$ cat src/rtl/axi_full_fb_read_slave.sv
// AXI4 read-only slave streaming INCR/FIXED bursts out of a single-port framebuffer BRAM.
// Optional macro FB_RANGE_CHECK_EN: beats beyond FB_DEPTH skip the BRAM and return SLVERR.
//
// state    | meaning
// ST_IDLE  | ARREADY high, waiting for a burst
// ST_FETCH | BRAM_RE pulse for the current beat is on the BRAM port
// ST_CAPTURE | BRAM data valid, loaded into RDATA with RVALID
// ST_SEND  | beat presented, waiting for RREADY
module axi_full_fb_read_slave #(
  parameter int C_S_AXI_ADDR_WIDTH = 32,
  parameter int C_S_AXI_DATA_WIDTH = 32,
  parameter logic [C_S_AXI_ADDR_WIDTH-1:0] C_S_TARGET_BASE_ADDR = '0,
  parameter int BRAM_ADDR_WIDTH = 17,
  parameter int PIXEL_WIDTH = 16,
  parameter int FB_DEPTH = 76800
) (
  input  logic                            S_AXI_ACLK,
  input  logic                            S_AXI_ARESET,
  input  logic [C_S_AXI_ADDR_WIDTH-1:0]   S_AXI_ARADDR,
  input  logic [7:0]                      S_AXI_ARLEN,
  input  logic [2:0]                      S_AXI_ARSIZE,
  input  logic [1:0]                      S_AXI_ARBURST,
  input  logic                            S_AXI_ARVALID,
  output logic                            S_AXI_ARREADY,
  output logic [C_S_AXI_DATA_WIDTH-1:0]   S_AXI_RDATA,
  output logic [1:0]                      S_AXI_RRESP,
  output logic                            S_AXI_RLAST,
  output logic                            S_AXI_RVALID,
  input  logic                            S_AXI_RREADY,
  output logic [BRAM_ADDR_WIDTH-1:0]      BRAM_RDADDR,
  output logic                            BRAM_RE,
  input  logic [PIXEL_WIDTH-1:0]          BRAM_DATA_IN,
  output logic                            BUSY
);

  localparam int ADDR_LSB = $clog2(C_S_AXI_DATA_WIDTH / 8);
  localparam int WORD_W   = C_S_AXI_ADDR_WIDTH - ADDR_LSB;

  typedef enum logic [1:0] {ST_IDLE, ST_FETCH, ST_CAPTURE, ST_SEND} state_t;

  state_t                          r_state, w_state_nxt;
  logic [WORD_W-1:0]               r_word, w_word_nxt;
  logic [7:0]                      r_len, w_len_nxt;
  logic [7:0]                      r_beat, w_beat_nxt;
  logic                            r_fixed, w_fixed_nxt;
  logic                            r_arready, w_arready_nxt;
  logic                            r_rvalid, w_rvalid_nxt;
  logic                            r_rlast, w_rlast_nxt;
  logic [C_S_AXI_DATA_WIDTH-1:0]   r_rdata, w_rdata_nxt;
  logic [1:0]                      r_rresp, w_rresp_nxt;
  logic                            r_re, w_re_nxt;
  logic [BRAM_ADDR_WIDTH-1:0]      r_rdaddr, w_rdaddr_nxt;
  logic                            r_busy, w_busy_nxt;
  logic                            w_issue;
  logic [C_S_AXI_ADDR_WIDTH-1:0]   w_addr_off;
  logic [C_S_AXI_DATA_WIDTH-1:0]   w_pixel_ext;
  logic                            w_unused_ok;

  assign w_addr_off  = S_AXI_ARADDR - C_S_TARGET_BASE_ADDR;
  assign w_pixel_ext = C_S_AXI_DATA_WIDTH'(BRAM_DATA_IN);

`ifdef FB_RANGE_CHECK_EN
  localparam logic [WORD_W-1:0] FB_DEPTH_W = WORD_W'(FB_DEPTH);
  logic r_oor, w_oor_nxt;
  assign w_unused_ok = ^{S_AXI_ARSIZE, w_addr_off[ADDR_LSB-1:0]};
`else
  assign w_unused_ok = ^{S_AXI_ARSIZE, w_addr_off[ADDR_LSB-1:0], (FB_DEPTH != 0)};
`endif

  always_comb begin
    w_state_nxt   = r_state;
    w_word_nxt    = r_word;
    w_len_nxt     = r_len;
    w_beat_nxt    = r_beat;
    w_fixed_nxt   = r_fixed;
    w_arready_nxt = r_arready;
    w_rvalid_nxt  = r_rvalid;
    w_rlast_nxt   = r_rlast;
    w_rdata_nxt   = r_rdata;
    w_rresp_nxt   = r_rresp;
    w_re_nxt      = 1'b0;
    w_rdaddr_nxt  = r_rdaddr;
    w_busy_nxt    = r_busy;
    w_issue       = 1'b0;
`ifdef FB_RANGE_CHECK_EN
    w_oor_nxt     = r_oor;
`endif
    case (r_state)
      ST_IDLE: begin
        w_arready_nxt = 1'b1;
        if (S_AXI_ARVALID && r_arready) begin
          w_word_nxt    = w_addr_off[C_S_AXI_ADDR_WIDTH-1:ADDR_LSB];
          w_len_nxt     = S_AXI_ARLEN;
          w_fixed_nxt   = (S_AXI_ARBURST == 2'b00);
          w_beat_nxt    = 8'd0;
          w_arready_nxt = 1'b0;
          w_busy_nxt    = 1'b1;
          w_issue       = 1'b1;
        end
      end
      ST_FETCH: w_state_nxt = ST_CAPTURE;
      ST_CAPTURE: begin
`ifdef FB_RANGE_CHECK_EN
        w_rdata_nxt = r_oor ? '0 : w_pixel_ext;
        w_rresp_nxt = r_oor ? 2'b10 : 2'b00;
`else
        w_rdata_nxt = w_pixel_ext;
        w_rresp_nxt = 2'b00;
`endif
        w_rvalid_nxt = 1'b1;
        w_rlast_nxt  = (r_beat == r_len);
        w_state_nxt  = ST_SEND;
      end
      ST_SEND: begin
        if (S_AXI_RREADY) begin
          w_rvalid_nxt = 1'b0;
          if (r_rlast) begin
            w_rlast_nxt   = 1'b0;
            w_busy_nxt    = 1'b0;
            w_arready_nxt = 1'b1;
            w_state_nxt   = ST_IDLE;
          end else begin
            w_beat_nxt = r_beat + 8'd1;
            w_word_nxt = r_fixed ? r_word : r_word + WORD_W'(1);
            w_issue    = 1'b1;
          end
        end
      end
      default: w_state_nxt = ST_IDLE;
    endcase
    // BRAM port is driven from the next word so BRAM_RE lands the cycle after the decision.
    if (w_issue) begin
      w_state_nxt  = ST_FETCH;
      w_rdaddr_nxt = w_word_nxt[BRAM_ADDR_WIDTH-1:0];
`ifdef FB_RANGE_CHECK_EN
      w_oor_nxt    = (w_word_nxt >= FB_DEPTH_W);
      w_re_nxt     = !w_oor_nxt;
`else
      w_re_nxt     = 1'b1;
`endif
    end
  end

  always_ff @(posedge S_AXI_ACLK) begin
    if (S_AXI_ARESET) begin
      r_state   <= ST_IDLE;
      r_word    <= '0;
      r_len     <= '0;
      r_beat    <= '0;
      r_fixed   <= 1'b0;
      r_arready <= 1'b0;
      r_rvalid  <= 1'b0;
      r_rlast   <= 1'b0;
      r_rdata   <= '0;
      r_rresp   <= 2'b00;
      r_re      <= 1'b0;
      r_rdaddr  <= '0;
      r_busy    <= 1'b0;
`ifdef FB_RANGE_CHECK_EN
      r_oor     <= 1'b0;
`endif
    end else begin
      r_state   <= w_state_nxt;
      r_word    <= w_word_nxt;
      r_len     <= w_len_nxt;
      r_beat    <= w_beat_nxt;
      r_fixed   <= w_fixed_nxt;
      r_arready <= w_arready_nxt;
      r_rvalid  <= w_rvalid_nxt;
      r_rlast   <= w_rlast_nxt;
      r_rdata   <= w_rdata_nxt;
      r_rresp   <= w_rresp_nxt;
      r_re      <= w_re_nxt;
      r_rdaddr  <= w_rdaddr_nxt;
      r_busy    <= w_busy_nxt;
`ifdef FB_RANGE_CHECK_EN
      r_oor     <= w_oor_nxt;
`endif
    end
  end

  assign S_AXI_ARREADY = r_arready;
  assign S_AXI_RVALID  = r_rvalid;
  assign S_AXI_RLAST   = r_rlast;
  assign S_AXI_RDATA   = r_rdata;
  assign S_AXI_RRESP   = r_rresp;
  assign BRAM_RE       = r_re;
  assign BRAM_RDADDR   = r_rdaddr;
  assign BUSY          = r_busy;

endmodule

$ cat config.mk
export PLATFORM = sky130hd
export DESIGN_NAME = axi_full_fb_read_slave
export DESIGN_NICKNAME = d
export VERILOG_FILES = /design/src/rtl/axi_full_fb_read_slave.sv
export SDC_FILE = /design/constraint.sdc
export NUM_CORES = 1
export LEC_CHECK = 0
export ABC_AREA = 1
export BUFFER_PORTS_ARGS = -buffer_cell sky130_fd_sc_hd__buf_2
export CORE_MARGIN = 4
export CORE_UTILIZATION = 55
export DETAILED_ROUTE_END_ITERATION = 10
export GPL_TIMING_DRIVEN = 1
export PLACE_DENSITY = 0.85
export REMOVE_ABC_BUFFERS = 1
export SLEW_MARGIN = 20
export SYNTH_ARGS = -nofsm -noshare
export SYNTH_HDL_FRONTEND = slang
export SYNTH_SLANG_ARGS = --single-unit
$ cat constraint.sdc
create_clock -name S_AXI_ACLK -period 3.3 [get_ports S_AXI_ACLK]
set_clock_uncertainty 0.1 [all_clocks]
set_input_delay 0 -clock S_AXI_ACLK [delete_from_list [all_inputs] [get_ports S_AXI_ACLK]]
set_output_delay 0 -clock S_AXI_ACLK [all_outputs]
set_load 0.05 [all_outputs]
* After elaboration in Yosys (flattened, before gate mapping)
Index checks and enable logic that the tools add are counted.
Storage, ports and cells: register bits 87, latch bits 0, bits in writable memories 0, memory bits (read-only) 0, memories 0
Cells by class: $add $sub $neg 2, multiply operators 0, div/mod/pow operators 0, $lt $le $gt $ge 0, equal/unequal tests 11, shift operators 0, multiplexer cells 29, bitwise logic cells 0, reductions and logical operators 16
Operator list (count):
- 2-to-1 mux 30 bit | 4
- case mux 30 bit (2 select lines) | 1
- adder 30 x 1 -> 30 bit (second input constant) | 1
- 2-to-1 mux 8 bit | 3
- case mux 8 bit (2 select lines) | 1
- 2-to-1 mux 1 bit | 12
- != test 2 bit (second input constant) | 5
- case mux 1 bit (2 select lines) | 5
- AND reduction 3 bit | 3
- adder 8 x 1 -> 8 bit (second input constant) | 1
- == test 8 bit | 1
- AND reduction 4 bit | 2
- != test 3 bit (second input constant) | 2
- case mux 2 bit (3 select lines) | 1
- AND reduction 5 bit | 1
- == test 2 bit (second input constant) | 2
- logical NOT 2 bit | 2
- 2-to-1 mux 2 bit | 2
- AND reduction 2 bit | 2
- nonzero test 2 bit | 2
- nonzero test 4 bit | 1
- nonzero test 3 bit | 1
- == test 2 x 1 -> 1 bit (second input constant) | 1
- OR reduction 2 bit | 1
- logical AND 1 bit | 1

* Longest topological paths before layout
depth after elaboration 5, depth in mapped cells 12

* Worst setup path after synthesis
OpenSTA, ideal clock, no wires.
kind reg2reg, start reg r_state[0], end reg r_rdaddr[3] (netlist: BRAM_RDADDR[3]), setup time 113 ps, arrival time 1557 ps, required time 3087 ps, setup slack 1530 ps, cell stages (with the launch flop) 10, path buffers 0, clock period less this slack 1770 ps, cells stage by stage dfxtp_1 > inv_1 > ha_1 > inv_2 > nand2_2 > a22o_1 > nor2_1 > nand2_1 > nand2_1 > nand2_1
Between the ends: cells in the longest elaborated chain, start to end 2, elaborated cells between the ends (all ways) 4, those cells by class eq/ne: 1; mux: 2; reduce/logical: 1
RTL lines:
- start, declared | RTL line 41 | state_t r_state, w_state_nxt;
- start signal, assigned | RTL line 163 | r_state <= w_state_nxt;
- == test 2 bit or logical NOT 2 bit (tied branches) | RTL line 88 | case (r_state)
- case mux 30 bit (2 select lines) or case mux 1 bit (2 select lines) (tied branches) | RTL line 88
- end signal, assigned | RTL line 174 | r_rdaddr <= w_rdaddr_nxt;
- end, declared | RTL line 52 | logic [BRAM_ADDR_WIDTH-1:0] r_rdaddr, w_rdaddr_nxt;
Parallel ways exist; a longest one is shown, timed or not. A chain may end at the register's enable or synchronous reset.

* Worst setup path in the final report
start reg r_state[0], end reg r_rdaddr[2] (netlist: BRAM_RDADDR[2])
The elaborated chain is that of the path after synthesis.

==> results.toml <==
[clock_network]
insertion_delay_ps = 350
path_clk_slew_ps = 80
post_cts_buffers = 0
root_buffer = "clkbuf_8"
cts_tree = "yes"
cts_buffers = 9
cts.sinks = 74
post_cts_resized = 0
clk_path_buf_depth = 2
h-tree-depth = 3
cts-hold-fix-buffers = 38

[critical_path]
required_ps = 3480
crit_path_top_delay_cell = "nor2_1"
path_depth = 10
critPathLaunchType = "flop"
worstSetupEndpointType = "flop"
r2r-start = "r_state[0]"
crit_buf_inv = 4
crit_type = "flop to flop"
worstPathMaxFanout = 16
cpLargestDelayFamily = "simple AND/OR/NAND/NOR gates"
critPathArrivalTime_ps = 2610
crit_chain = "inv_1 -> ha_1 -> inv_2 -> nor2_1 -> nand2_2 -> nand2_2 -> inv_2 -> nor2_4 -> inv_1 -> o21ai_1"
worst_r2r_endpoint = "BRAM_RDADDR[2]"
r2r_cells = 10
rrSetupSlack_ps = 870
critPathMaxStageDelay_ps = 420

[synth]
yosys.area.top_type = "dfxtp_1"
synth-simple-area-share_pct = 31.9
yosysTopAreaCellShare_pct = 39.5
synth_area_leaders = "dfxtp_1 40%, nand2_1 14%, nor2_1 7.2%, o21ai_0 5.5%, a21oi_1 4.5%"
ys_async_sr_fraction_pct = 0
syn_area_per_cell_sq_um = 6.84
synth_top_family_by_area = "simple AND/OR/NAND/NOR gates"
ys_ff_latch = 74
seq_area_frac_synth_pct = 39.5
synth-compound-area-share_pct = 13.7
synth_cell_types = 34
synthMuxAreaShare_pct = 0
synth_xor_area_share_pct = 0.934
synth_most_common_cell = "nand2_1"
netlist_area_sq_um = 3750
synthCells = 548
dominantRegCellSynth = "dfxtp_1"
yosysWarnings = 0
synthAdderAreaFrac_pct = 2.67
synth_edf_count = 0
synth_common_cells = "142 x nand2_1, 74 x dfxtp_1, 72 x nor2_1"

[sta]
fin_crit_ps = 2430
setup_tns_ps = 0
max_slew_margin_pct = 53.9
hold_viol = 0
fin_ws_ps = 871
setup_violations = 0
final.period_utilization_pct = 73.6
timing.fmax_mhz = 412
finalMaxSlewViolations = 0
rsz0062_at_grt = "no"
worst_pin_slew_ps = 691

[global_routing]
grt_util_met2_pct = 41.9
gr-usage-all-layers_pct = 24.3
met3_usage_pct = 4.17
grt.busiest_layer = "met2"
antenna_found_initial = 0
grt.met1_usage_pct = 29.9
grt_max_degree = 28
grt_pass1_vias = 3601
grt.overflow.total = 0
grt_pass1_wl_um = 16500

[power_and_ir_drop]
peakVddDrop_mv = 0.546
p_sw_mw = 1.67
swShare_pct = 47.0
clockPowerShare_pct = 20.1
leakagePower_nw = 2.26
combPwrFrac_pct = 46.0
powerDensity_nw_per_um2 = 753
p_int_mw = 1.88
p_seq_share_pct = 33.8

[die]
fp.dieW_um = 90.6
pin_count = 121
coreArea_sq_um = 6490
rows = 29
die_y_um = 90.6
fp.dieArea_sq_um = 8200
start_util_pct = 57.7

[layout]
final_layout_size_suffix_gt1_share_pct = 19.8
synthToLayoutAreaGrowth_pct = 25.8
fin_cells = 750
diodes = 0
nets = 741

[routing]
ant_nets = 0
drt_wl_total_um = 10000
vias_per_cell = 5.24
routed_wire_length_per_instance_um = 13.3
first_pass_iters = 4
drc = 0
vias = 3929
drtIter0Drc = 252

[hold_path]
min_to = "r_word[0]"
holdPathStages = 7
hp-class = "input pin to flop"
min_from = "S_AXI_ARADDR[2]"

[placed_design]
gp_congestion = 0.927
portBuffers = 84
dpl.hpwl_um = 6720
preCtsSetupSlack_ps = 1000
dp.cells = 696

[outcome]
outcome = "finished clean"

[flow_run]
drv_cap = 0
[tightest hold or removal path, stage by stage]
cell and delay, ps:
buf_2 100, nand2_1 60, nand2_1 40, o21ai_0 70, nand2_1 50, inv_1 70, nor2_1 40
[worst max path at each step]
stage                           endpoint  slack, ps          start
final                     BRAM_RDADDR[2]        870     r_state[0]
after global routing      BRAM_RDADDR[4]        750     r_state[0]
after floorplan           BRAM_RDADDR[2]       1200  S_AXI_ARREADY
after detailed placement  BRAM_RDADDR[4]       1000     r_state[0]
after global placement    BRAM_RDADDR[2]       1070     r_state[0]
after CTS                 BRAM_RDADDR[2]        950     r_state[0]
[logic make-up after synthesis]
kind of cell / after synthesis
DFF: 74
adders and majority gates: 8
AOI/OAI and AO/OA: 96
other: 1
and+or+nand+nor: 278
buffers and inverters: 87
xor gates and xnor gates: 4
[metrics by stage]
step                      hold WS, ps  instance area, sq um  util, %  total power [mW]
after floorplan                 -30.9                  3600        -              2.39
after global placement            119                  4130     63.6              2.73
after detailed placement          130                  4130     63.6              2.77
after CTS                        2.82                  4720     72.6              3.54
after global routing             34.3                  4720     72.6              3.77
final                            27.3                  4720     72.6              3.55
[state kept, by name, summed over array words and instances, names as in the netlist, 2 cells and up]
signal and count:
r_beat 8, r_len 8, r_word 17, BRAM_RDADDR 17
S_AXI_RDATA 16, r_state 2
[cell type report]
type | count | area [sq um]
inverters | 55 | 206
multi-input cells | 404 | 1910
well taps | 77 | 96.3
flip-flops and latches | 74 | 1480
clock inverters | 6 | 66.3
repair buffers | 124 | 816
fillers | 494 | 1780
clock buffers | 10 | 138
[placed cells by master (no fill, tap or decap), types with 3 or more instances in the layout]
master	instances
ha_1	8
inv_1	43
nand2_1	142
dlygate4sd3_1	38
o21ai_0	41
buf_2	84
nand2_2	7
nand3_1	22
clkbuf_8	10
nor2_4	4
nor3_1	10
nand4_1	9
conb_1	18
a31oi_1	3
clkinvlp_4	3
nor2_2	5
a22oi_1	5
inv_2	12
o21ai_1	6
nor2_1	72
dfxtp_1	74
a21oi_1	34
xor2_1	3
[routing by layer]
| metal | part of all wire [%] | up-vias |
|---|---|---|
| met1 | 43 | 1770 |
| li1 | - | 1959 |
| met4 | 2.0 | 0 |
| met5 | 0 | - |
| met3 | 8.0 | 22 |
| met2 | 47 | 178 |
[power groups by stage]
stage | logic, mW | registers [mW] | clock network (mW)
global placement | 1.52 | 1.21 | 0
floorplan | 0.866 | 1.52 | 0
CTS | 1.61 | 1.20 | 0.725
finish | 1.63 | 1.20 | 0.714
global route | 1.78 | 1.23 | 0.763
detailed placement | 1.56 | 1.22 | 0
Power figures use the tool's default switching activity.
